===== config.mk =====
export PLATFORM = sky130hd
export DESIGN_NAME = rep3_serial_tx
export DESIGN_NICKNAME = d
export VERILOG_FILES = /design/src/rtl/rep3_serial_tx.sv
export SDC_FILE = /design/constraint.sdc
export NUM_CORES = 1
export LEC_CHECK = 0
export ABC_CLOCK_PERIOD_IN_PS = 3700
export CAP_MARGIN = 20
export CORE_UTILIZATION = 57
export CTS_CLUSTER_SIZE = 16
export DETAILED_ROUTE_END_ITERATION = 12
export GPL_TIMING_DRIVEN = 0
export PLACE_DENSITY = 0.77
export SYNTH_ARGS = -nofsm -noshare
export SYNTH_HDL_FRONTEND = slang
export SYNTH_SLANG_ARGS = --single-unit
export TNS_END_PERCENT = 30

===== constraint.sdc =====
create_clock -name clk -period 3.7 [get_ports clk]
set_clock_uncertainty 0.2 [all_clocks]
set_input_delay 0.555 -clock clk [delete_from_list [all_inputs] [get_ports clk]]
set_output_delay 0.555 -clock clk [all_outputs]
set_load 0.02 [all_outputs]

===== src/rtl/rep3_serial_tx.sv =====
// rep3_serial_tx: serial transmitter that sends every symbol as three identical chips (3x repetition code).
// Define REP3_PARITY_EN to insert an even-parity symbol between the last data symbol and the stop symbol.
module rep3_serial_tx #(
    parameter int DATA_W     = 8,
    parameter int BIT_CYCLES = 1
) (
    input  logic              clk,
    input  logic              rst,
    input  logic [DATA_W-1:0] din,
    input  logic              din_valid,
    output logic              din_ready,
    output logic              tx,
    output logic              busy
);

    // Counter widths cover the largest legal parameters (16 data bits, 65535 clocks per chip).
    localparam int               SYM_W     = 5;
    localparam logic [15:0]      LAST_CYC  = 16'(BIT_CYCLES - 1);
    localparam logic [SYM_W-1:0] LAST_SYM  = SYM_W'(DATA_W - 1);
    localparam logic [1:0]       LAST_CHIP = 2'd2;

    typedef enum logic [2:0] {
        IDLE   = 3'd0,
        START  = 3'd1,
        DATA   = 3'd2,
`ifdef REP3_PARITY_EN
        PARITY = 3'd3,
`endif
        STOP   = 3'd4
    } state_t;

    state_t              state_q, state_d;
    logic [15:0]         cyc_q, cyc_d;
    logic [1:0]          chip_q, chip_d;
    logic [SYM_W-1:0]    sym_q, sym_d;
    logic [DATA_W-1:0]   data_q, data_d;
    logic [DATA_W-1:0]   data_shift;
    logic                tx_q, tx_d;
    logic                chip_done;
    logic                sym_done;

    assign chip_done = (cyc_q == LAST_CYC);
    assign sym_done  = chip_done && (chip_q == LAST_CHIP);

    // NOTE: every next-state variable gets its hold value first, so no path through the
    // case statements can leave one unassigned and infer a latch.
    always_comb begin
        state_d = state_q;
        cyc_d   = cyc_q;
        chip_d  = chip_q;
        sym_d   = sym_q;
        data_d  = data_q;

        case (state_q)
            IDLE: begin
                if (din_valid) begin
                    state_d = START;
                    data_d  = din;
                    cyc_d   = '0;
                    chip_d  = '0;
                    sym_d   = '0;
                end
            end
            default: begin
                if (!chip_done) begin
                    cyc_d = cyc_q + 16'd1;
                end else begin
                    cyc_d  = '0;
                    chip_d = sym_done ? 2'd0 : chip_q + 2'd1;
                end

                if (sym_done) begin
                    case (state_q)
                        START: begin
                            state_d = DATA;
                            sym_d   = '0;
                        end
                        DATA: begin
                            if (sym_q == LAST_SYM) begin
`ifdef REP3_PARITY_EN
                                state_d = PARITY;
`else
                                state_d = STOP;
`endif
                            end else begin
                                sym_d = sym_q + SYM_W'(1);
                            end
                        end
`ifdef REP3_PARITY_EN
                        PARITY: state_d = STOP;
`endif
                        default: state_d = IDLE;
                    endcase
                end
            end
        endcase
    end

    // The line value is computed from the next state so the registered tx lines up with it:
    // the first start chip appears the clock after acceptance.
    always_comb begin
        data_shift = data_d >> sym_d;
        case (state_d)
            START:   tx_d = 1'b0;
            DATA:    tx_d = data_shift[0];
`ifdef REP3_PARITY_EN
            PARITY:  tx_d = ^data_d;
`endif
            default: tx_d = 1'b1;
        endcase
    end

    // NOTE: sequential state uses non-blocking assignments only, so every register samples
    // pre-edge values regardless of statement order.
    always_ff @(posedge clk or posedge rst) begin
        if (rst) begin
            state_q <= IDLE;
            cyc_q   <= '0;
            chip_q  <= '0;
            sym_q   <= '0;
            data_q  <= '0;
            tx_q    <= 1'b1;
        end else begin
            state_q <= state_d;
            cyc_q   <= cyc_d;
            chip_q  <= chip_d;
            sym_q   <= sym_d;
            data_q  <= data_d;
            tx_q    <= tx_d;
        end
    end

    assign tx        = tx_q;
    assign busy      = (state_q != IDLE);
    assign din_ready = (state_q == IDLE);

endmodule


Word-level counts from Yosys, hierarchy flattened:

Cells that the tools add are included.

* add/subtract/negate cells: 3
* equal/unequal tests: 7
* shift operators: 1
* mux-type cells: 20
* reduce and logical (&&, ||, !) cells: 6

Operators by type and width (count)
* 16-bit two-way mux: 3
* 5-bit two-way mux: 4
* 16-bit by 1-bit adder with 16-bit output (second input constant): 1
* 16-bit logical NOT: 1
* 8-bit two-way mux: 2
* 3-bit two-way mux: 4
* 5-bit one-hot mux with 2 select lines: 1
* 2-bit two-way mux: 4
* 8-bit by 5-bit >> shifter with 1-bit output: 1
* 3-bit by 1-bit equality test with 1-bit output (second input constant): 2
* 3-bit by 2-bit equality test with 1-bit output (second input constant): 2
* 3-bit one-hot mux with 2 select lines: 1
* 5-bit by 1-bit adder with 5-bit output (second input constant): 1
* 5-bit by 3-bit equality test with 1-bit output (second input constant): 1
* 3-bit logical NOT: 1
* 3-bit nonzero test: 1
* 2-bit by 1-bit adder with 2-bit output (second input constant): 1
* 2-bit equality test (second input constant): 1
* 2-bit inequality test (second input constant): 1
* 1-bit one-hot mux with 2 select lines: 1
* 2-bit AND reduction: 1
* 2-bit nonzero test: 1
* 1-bit logical AND: 1

* register bits after elaboration: 35
* input bits: 11
* output and inout port bits: 3
* word-level logic and storage cells: 43

Longest topological paths before layout:

Gate-level depths: netlist (run 1).

* word-level depth: 7
* depth in mapped cells: 11
* depth with buffers taken out: 10

Worst setup path before layout (run 1):

OpenSTA, ideal clock, no wires.

* path kind: register -> register
* start: register sym_q[0]
* end: register tx_q (netlist: tx)
* library setup time: 0.075 ns
* data arrival time: 2.409 ns
* data required time: 3.425 ns
* path slack: 1.016 ns
* cell stages (with the launch flop): 9
* buffers on the path: 0
* clock period less this slack: 2.684 ns
* path through: dfrtp_1 -> ha_1 -> and4bb_2 -> or4_1 -> o31a_1 -> o221ai_2 -> nand2_1 -> or4_1 -> o211ai_2

* cells in the longest elaborated chain, start to end: 7
* elaborated cells between the ends (all ways): 15
* classes of those cells: add/sub (1); eq/ne (3); shift (1); mux (10)

RTL lines
* start, declared: line 35 `logic [SYM_W-1:0] sym_q, sym_d;`
* start signal, assigned: line 127 `sym_q <= sym_d;`
* 5-bit by 1-bit adder with 5-bit output or 5-bit by 3-bit equality test with 1-bit output (tied branches): line 86, 79
* 5-bit two-way mux (*): line 79 `if (sym_q == LAST_SYM) begin`
* 5-bit one-hot mux with 2 select lines (*): line 73 `case (state_q)`
* 5-bit two-way mux (*): line 72 `if (sym_done) begin`
* 5-bit two-way mux (*): line 54 `case (state_q)`
* named net sym_d[2]: line 35
* 8-bit by 5-bit >> shifter with 1-bit output (*): line 102 `data_shift = data_d >> sym_d;`
* 1-bit one-hot mux with 2 select lines (*): line 103 `case (state_d)`
* named net tx_d: line 38 `logic tx_q, tx_d;`
* end signal, assigned: line 129 `tx_q <= tx_d;`
* end, declared: line 38

Mark *: on every way through the listed nets, which the timed path passes. The rest lies on a longest branch.
A chain may end at the register's enable or synchronous reset.

Final worst setup path (run 1):

* start: register state_q[1]
* end: output din_ready

* cells in the longest elaborated chain, start to end: 1

RTL lines
* start, declared: line 32 `state_t state_q, state_d;`
* start signal, assigned: line 124 `state_q <= state_d;`
* 3-bit logical NOT: line 135 `assign din_ready = (state_q == IDLE);`
* end, declared: line 11 `output logic din_ready,`

No other way between the ends.

==> key figures, run 1 <==
Timing
  – Worst slew margin relative to its limit: 0.579
  – Fin crit period: 2880 ps
  – RSZ-0062 raised after global routing: false
  – Top achievable clock speed: 347 MHz
  – Fin crit share: 0.779
  – Least-Margin Pin Slew: 631 ps
  – Setup TNS: 0 ps
  – Final setup violation count: 0
  – Final Hold Vio Count: 0
  – Fin worst setup slack: 818 ps
  – Final Slew Violations: 0

Power
  – Logic pwr share: 0.504
  – Final Power: 0.00176 W
  – Pleak: 1.07 nW
  – VDD IR max: 422 uV
  – Share of power burned in registers: 0.323
  – P_sw: 0.000728 W
  – Switching share of total power: 0.413
  – P per Cell Area: 710 nW/um^2
  – Clock share of power: 0.172
  – Int Power: 0.00103 W

Die
  – Chip height: 63.6 microns
  – Die area: 4040 sq um
  – Initial Util: 0.590
  – Number of top-level pins: 14
  – Die width: 63.6 microns
  – Core box area: 3660 sq um
  – Site Rows: 22

GRT
  – Total gr overflow: 0
  – Met1 usage: 0.374
  – Busiest grt layer: met2
  – Largest net degree at the start of global routing: 23
  – First-pass GRT wire length: 8140 microns
  – GR Util met3: 0.0489
  – Initial antenna violation count: 0
  – Total GRT Usage: 0.263
  – Vias in the first global route: 1,726
  – GRT met2 Usage: 0.395

Synth
  – Compound-Gate Fraction of Synth Area: 0.184
  – Top post-synthesis cells by area: dfrtp_1 (39%), nand2_1 (8.9%), o21ai_0 (7.2%)
  – Adder-Cell Fraction of Synth Area: 0.0174
  – Yosys Warn Count: 0
  – Register bit total from synthesis: 35
  – Post-synthesis simple-gate area fraction: 0.318
  – Async SR Flop Fraction: 1.00
  – Post-synth top area cell: dfrtp_1
  – Synth top area share: 0.394
  – Commonest cells post-synth: nand2_1 (51), dfrtp_1 (34), o21ai_0 (31)
  – Xor/xnor share of the synthesized area: 0.0203
  – EDFF count, synth: 0
  – Post-synth cell types: 60
  – Count leader, synth: nand2_1
  – Main combinational cell family by area after synthesis: simple AND/OR/NAND/NOR gates
  – Mapped Cells: 247
  – Syn Std Cell Area: 2160 sq um
  – Main flop type after synthesis: dfrtp_1
  – Syn_area_per_cell: 8.75 sq um
  – Mux share of post-synthesis cell area: 0.00984
  – Syn nets: 261
  – Seq/Total Area, Yosys: 0.406

Setup path
  – FF-to-FF End: tx
  – Crit Path Max Fanout: 10
  – Flop2flop setup slack: 820 ps
  – Crit end category: primary output
  – Worst path arrival time: 2130 ps
  – Crit Path Category: reg -> out
  – Critical path required time: 2940 ps
  – Crit Reg-Reg Startpoint: sym_q[0]
  – Worst r2r path cells: 8
  – CP Launch Type: register

Worst hold path
  – Hold path startpoint: data_q[4]
  – Min-Delay Path Depth: 2
  – Hold endpoint: data_q[4]
  – Hold Path Class: reg -> reg

Detailed routing
  – Vias/cell: 5.85
  – Routed via count: 1,855
  – Initial DRT Pass Iterations: 4
  – Avg WL per Cell: 14.8 microns
  – DR iter-0 viols: 128
  – Routed Antenna Nets: 0
  – Post-route DRC: 0
  – Routed Wire Length: 4680 microns

Layout
  – Fin nets: 282
  – Multi-input logic area: 1190 sq um
  – Fill cells: 297
  – Diode count: 0
  – Fraction of layout cells with a size suffix above 1: 0.108
  – Reg area: 877 sq um
  – Area growth from synthesis to layout: 14.7%

CTS
  – Setup bufs post-CTS: 0
  – Clock tree root buffer cell: clkbuf_8
  – Clock buffer depth: 2
  – Worst skew pair latency: 290 ps
  – H-tree depth: 2
  – TritonCTS Buffers: 5
  – Post-CTS resize count: 0
  – Cts hold-fix bufs: 0
  – # clock sinks: 35
  – Clock-pin slew on the worst setup and hold paths: 70 ps
  – CTS tree: done

Run status
  – Status: completed

Flow run
  – Maxcap violations: 0

Placement
  – GP Congestion: 0.909
  – DP HPWL: 3410 microns
  – Pre-CTS WS: 865 ps
  – # port buffers: 13
-- cell families (layout without fill, tap and decap cells) --
group / count (synthesis) / after routing
AND/OR/NAND/NOR: 123 / 123
AO/OA/AOI/OAI: 61 / 61
flip-flops: 35 / 35
buffers and inverters: 18 / 40
XOR/XNOR: 5 / 5
adder cells (fa/ha/maj): 3 / 3
multiplexers: 2 / 2
-- cell type report --
type | instances | area share
multi-input combinational | 194 | 0.479
sequential | 35 | 0.354
timing repair buffer | 14 | 0.0636
clock buffer | 8 | 0.0404
buffer | 10 | 0.0268
tap | 48 | 0.0242
inverter | 8 | 0.0121
-- metal layers --
layer  vias up  routed length (microns)
li1        939                        -
met1       867                     2290
met2        45                     2170
met3         4                      170
met4         0                       57
met5         -                        0
-- worst max-delay path by stage --
| stage | start | slack [ps] | to |
|---|---|---|---|
| after global routing | sym_q[0] | 700 | tx |
| final | state_q[1] | 820 | din_ready |
| after global placement | sym_q[0] | 880 | tx |
| after detailed placement | sym_q[0] | 870 | tx |
| after floorplan | sym_q[0] | 1020 | tx |
| after CTS | state_q[1] | 800 | din_ready |
-- critical path, stage by stage (launching register included) --
cell             delay [ps]
dfrtp_1                 370
buf_6                   140
or3_1                   340
clkbuf_1                180
inv_1                   180
clkdlybuf4s50_1         630
-- cell usage in the layout (no fill, tap or decap), types with 2 or more instances in the layout --
cell	count
a21oi_1	4
a22o_1	2
a22oi_1	2
a31oi_1	2
and2b_2	2
and3_1	5
buf_6	2
clkbuf_1	7
clkbuf_8	8
clkdlybuf4s50_1	13
dfrtp_1	34
ha_1	3
inv_1	8
nand2_1	51
nand3_1	9
nand4_1	2
nor2_1	21
nor3_1	5
nor3b_1	4
nor4_1	5
nor4_4	2
o21a_1	2
o21ai_0	31
o221ai_1	2
o31ai_1	2
or4_1	2
xnor2_1	3
xor2_1	2
-- power by group through the flow --
stage	Sequential (W)	Combinational (W)	Clock, W
finish	0.000569	0.000888	0.000304
global route	0.000584	0.000996	0.000327
CTS	0.000569	0.000884	0.000311
detailed placement	0.000576	0.000881	0
global placement	0.000569	0.000862	0
floorplan	0.000558	0.000682	0
-- stage by stage --
step / instances / utilization / area, sq um / hold WS, ps
final: 317 / 0.677 / 2480 / 283
after detailed placement: 309 / 0.650 / 2380 / 264
after floorplan: 247 / - / 2160 / 238
after CTS: 317 / 0.677 / 2480 / 285
after global routing: 317 / 0.677 / 2480 / 307
after global placement: 308 / 0.642 / 2350 / 257
-- registers in the layout, indices dropped and copies added (netlist names) --
signal and count:
chip_q 2, state_q 3, sym_q 5, tx 1
data_q 8, cyc_q 16
No activity file was read; power rests on OpenSTA's default activity.
==> run 2, diff against run 1 <==
--- a/config.mk
+++ b/config.mk
@@ -5,13 +5,13 @@
 export SDC_FILE = /design/constraint.sdc
 export NUM_CORES = 1
 export LEC_CHECK = 0
-export ABC_CLOCK_PERIOD_IN_PS = 3700
+export ABC_CLOCK_PERIOD_IN_PS = 2600
 export CAP_MARGIN = 20
-export CORE_UTILIZATION = 57
+export CORE_UTILIZATION = 53
 export CTS_CLUSTER_SIZE = 16
 export DETAILED_ROUTE_END_ITERATION = 12
 export GPL_TIMING_DRIVEN = 0
-export PLACE_DENSITY = 0.77
+export PLACE_DENSITY = 0.75
 export SYNTH_ARGS = -nofsm -noshare
 export SYNTH_HDL_FRONTEND = slang
 export SYNTH_SLANG_ARGS = --single-unit
==> constraint.sdc (replaced) <==
create_clock -name clk -period 2.6 [get_ports clk]
set_clock_uncertainty 0.2 [all_clocks]
set_input_delay 0.39 -clock clk [delete_from_list [all_inputs] [get_ports clk]]
set_output_delay 0.39 -clock clk [all_outputs]
set_load 0.02 [all_outputs]
==> key figures, run 2 (same netlist as run 1, synthesis figures left out) <==
Power
  – Int Power: 0.00158 W (+53%)
  – VDD IR max: 548 uV (+30%)
  – P per Cell Area: 1040 nW/um^2 (+46%)
  – Pleak: 1.13 nW (+5.6%)
  – P_sw: 0.00113 W (+55%)
  – Clock share of power: 0.146 (-0.026)
  – Switching share of total power: 0.417 (+0.00316)
  – Share of power burned in registers: 0.302 (-0.021)
  – Logic pwr share: 0.552 (+0.048)

Layout
  – Most frequent cells in the layout: nand2_1 (50), dfrtp_1 (32), o21ai_0 (31)
  – Top reg by flops: cyc_q
  – Area growth from synthesis to layout: 20.7%
  – Post-route insts no fill: 326 (+2.8%)
  – Fin nets: 292 (+3.5%)
  – Max FFs per register: 16 (unchanged)
  – Largest regs: cyc_q: 16 flops, data_q: 8 flops, sym_q: 5 flops
  – Fraction of layout cells with a size suffix above 1: 0.194 (+0.0864)
  – Fill cells: 304 (+2.4%)
  – Most common cell after layout, fill and taps aside: nand2_1
  – Diode count: 0 (unchanged)

Setup path
  – FF-to-FF End: tx
  – Worst path arrival time: 2730 ps (+600 ps)
  – Flop2flop setup slack: -120 ps (-940 ps)
  – Crit Path Max Fanout: 4 (-6)
  – Crit Reg-Reg Startpoint: sym_q[1]
  – Slowest stage cell, crit path: or4_4
  – Crit Path Category: reg -> reg
  – Crit end category: register
  – CP Launch Type: register
  – Max incr delay on CP: 490 ps (-140 ps)
  – Critical path required time: 2610 ps (-330 ps)
  – Crit-path cells: ha_4 -> and4bb_2 -> or4_1 -> o31a_1 -> o221ai_2 -> nand2_1 -> or4_4 -> o211ai_2
  – Worst r2r path cells: 8 (unchanged)

Detailed routing
  – Initial DRT Pass Iterations: 5 (+1)
  – Routed via count: 1,955 (+5.4%)
  – Vias/cell: 6.00 (+2.5%)
  – Routed Antenna Nets: 0 (unchanged)
  – Post-route DRC: 0 (unchanged)
  – Avg WL per Cell: 15.5 microns (+4.8%)
  – Routed Wire Length: 5050 microns (+7.8%)
  – DR iter-0 viols: 150 (+17%)

CTS
  – H-tree depth: 2 (unchanged)
  – CTS tree: done
  – Clock buffer depth: 2 (unchanged)
  – Clock-pin slew on the worst setup and hold paths: 60 ps (about the same)
  – Worst skew pair latency: 290 ps (about the same)
  – TritonCTS Buffers: 5 (unchanged)
  – # clock sinks: 35 (unchanged)
  – Clock tree root buffer cell: clkbuf_8
  – Cts hold-fix bufs: 0 (unchanged)

Die
  – Die width: 65.9 microns (+3.6%)
  – Core box area: 3770 sq um (+3.0%)
  – Die area: 4340 sq um (+7.3%)
  – Chip height: 65.9 microns (+3.6%)
  – Initial Util: 0.573 (-0.0172)
  – Number of top-level pins: 14 (unchanged)
  – Site Rows: 22 (unchanged)

Placement
  – GP Congestion: 0.920 (+1.2%)
  – # port buffers: 13 (unchanged)
  – DP HPWL: 3430 microns (+0.54%)
  – Dpl cells: 309 (unchanged)

GRT
  – Total gr overflow: 0 (unchanged)
  – First-pass GRT wire length: 8740 microns (+7.4%)
  – Largest net degree at the start of global routing: 22 (-4.3%)
  – Vias in the first global route: 1,881 (+9.0%)
  – Total GRT Usage: 0.264 (+0.00191)
  – Initial antenna violation count: 0 (unchanged)

Timing
  – Setup TNS: -120 ps (-120 ps)
  – Fin worst setup slack: -120 ps (-938 ps)
  – Least-Margin Pin Slew: 897 ps (+266 ps)
  – Hold slack final: 278 ps (-5.56 ps)
  – Final setup violation count: 1 (+1)
  – Final Slew Violations: 0 (unchanged)
  – Worst slew margin relative to its limit: 0.401 (-0.178)
  – Fin crit share: 1.05
  – Top achievable clock speed: 368 MHz
  – Fin crit period: 2720 ps
  – RSZ-0062 raised after global routing: true
  – Final Hold Vio Count: 0 (unchanged)

Flow run
  – Maxcap violations: 0 (unchanged)

Worst hold path
  – Hold endpoint: data_q[4]
  – Min-Delay Path Depth: 2 (unchanged)
  – Hold path startpoint: data_q[4]
  – Hold Path Class: reg -> reg

Run status
  – Status: finished, violations left
  – Failing checks: negative setup slack
## run 2: per-layer routing
metal | track usage | vias to the layer above | part of all wire
li1 | - | 953 | -
met1 | 0.379 | 931 | 0.47
met2 | 0.386 | 63 | 0.46
met3 | 0.0655 | 8 | 0.053
met4 | 0.0897 | 0 | 0.014
met5 | 0 | - | 0
## run 2: stage by stage
| step | setup slack (ps) | utilization | power (W) | cell area (sq um) |
|---|---|---|---|---|
| after floorplan | -35.4 | - | 0.00177 | 2160 |
| after global placement | -167 | 0.624 | 0.00204 | 2350 |
| after detailed placement | -191 | 0.631 | 0.00208 | 2380 |
| after CTS | -118 | 0.659 | 0.00249 | 2480 |
| after global routing | -196 | 0.692 | 0.00291 | 2610 |
| final | -120 | 0.692 | 0.00270 | 2610 |
## run 2: layout make-up
| class | instances | area (sq um) | area share |
|---|---|---|---|
| multi-input cells | 194 | 1250 | 0.478 |
| flip-flops and latches | 35 | 880 | 0.337 |
| repair buffers | 24 | 231 | 0.0887 |
| clock buffers | 6 | 82.6 | 0.0317 |
| plain buffers | 10 | 72.6 | 0.0278 |
| well taps | 48 | 60.1 | 0.0230 |
| inverters | 8 | 30.0 | 0.0115 |
| clock inverters | 1 | 5.00 | 0.00192 |
## run 2: repair_timing
item	in CTS	in global routing
setup buffers	2	8
pin swaps	0	8
endpoints found under the setup margin	2	13
gates resized for setup	3	18
## run 2: how the worst max path moves through the flow
stage               start  end  cells after the start
2_1_floorplan    sym_q[0]   tx                      8
3_3_place_gp     sym_q[0]   tx                      8
3_5_place_dp     sym_q[0]   tx                      8
4_1_cts        state_q[1]   tx                      8
5_1_grt        state_q[2]   tx                      8
6_report         sym_q[1]   tx                      8
## run 2: power groups by stage
stage	clock network [W]	registers (W)	logic, W
4_1_cts	0.000401	0.000805	0.00128
2_1_floorplan	0	0.000795	0.000972
3_3_place_gp	0	0.000812	0.00123
3_5_place_dp	0	0.000819	0.00126
5_1_grt	0.000423	0.000833	0.00165
6_report	0.000394	0.000817	0.00149
## run 2: worst max-delay path: cells and delay by family, from the launching register on
kind | cells | cell delay (ps)
and+or+nand+nor | 4 | 1220
adders and majority gates | 1 | 200
DFF | 1 | 430
AOI/OAI and AO/OA | 3 | 610
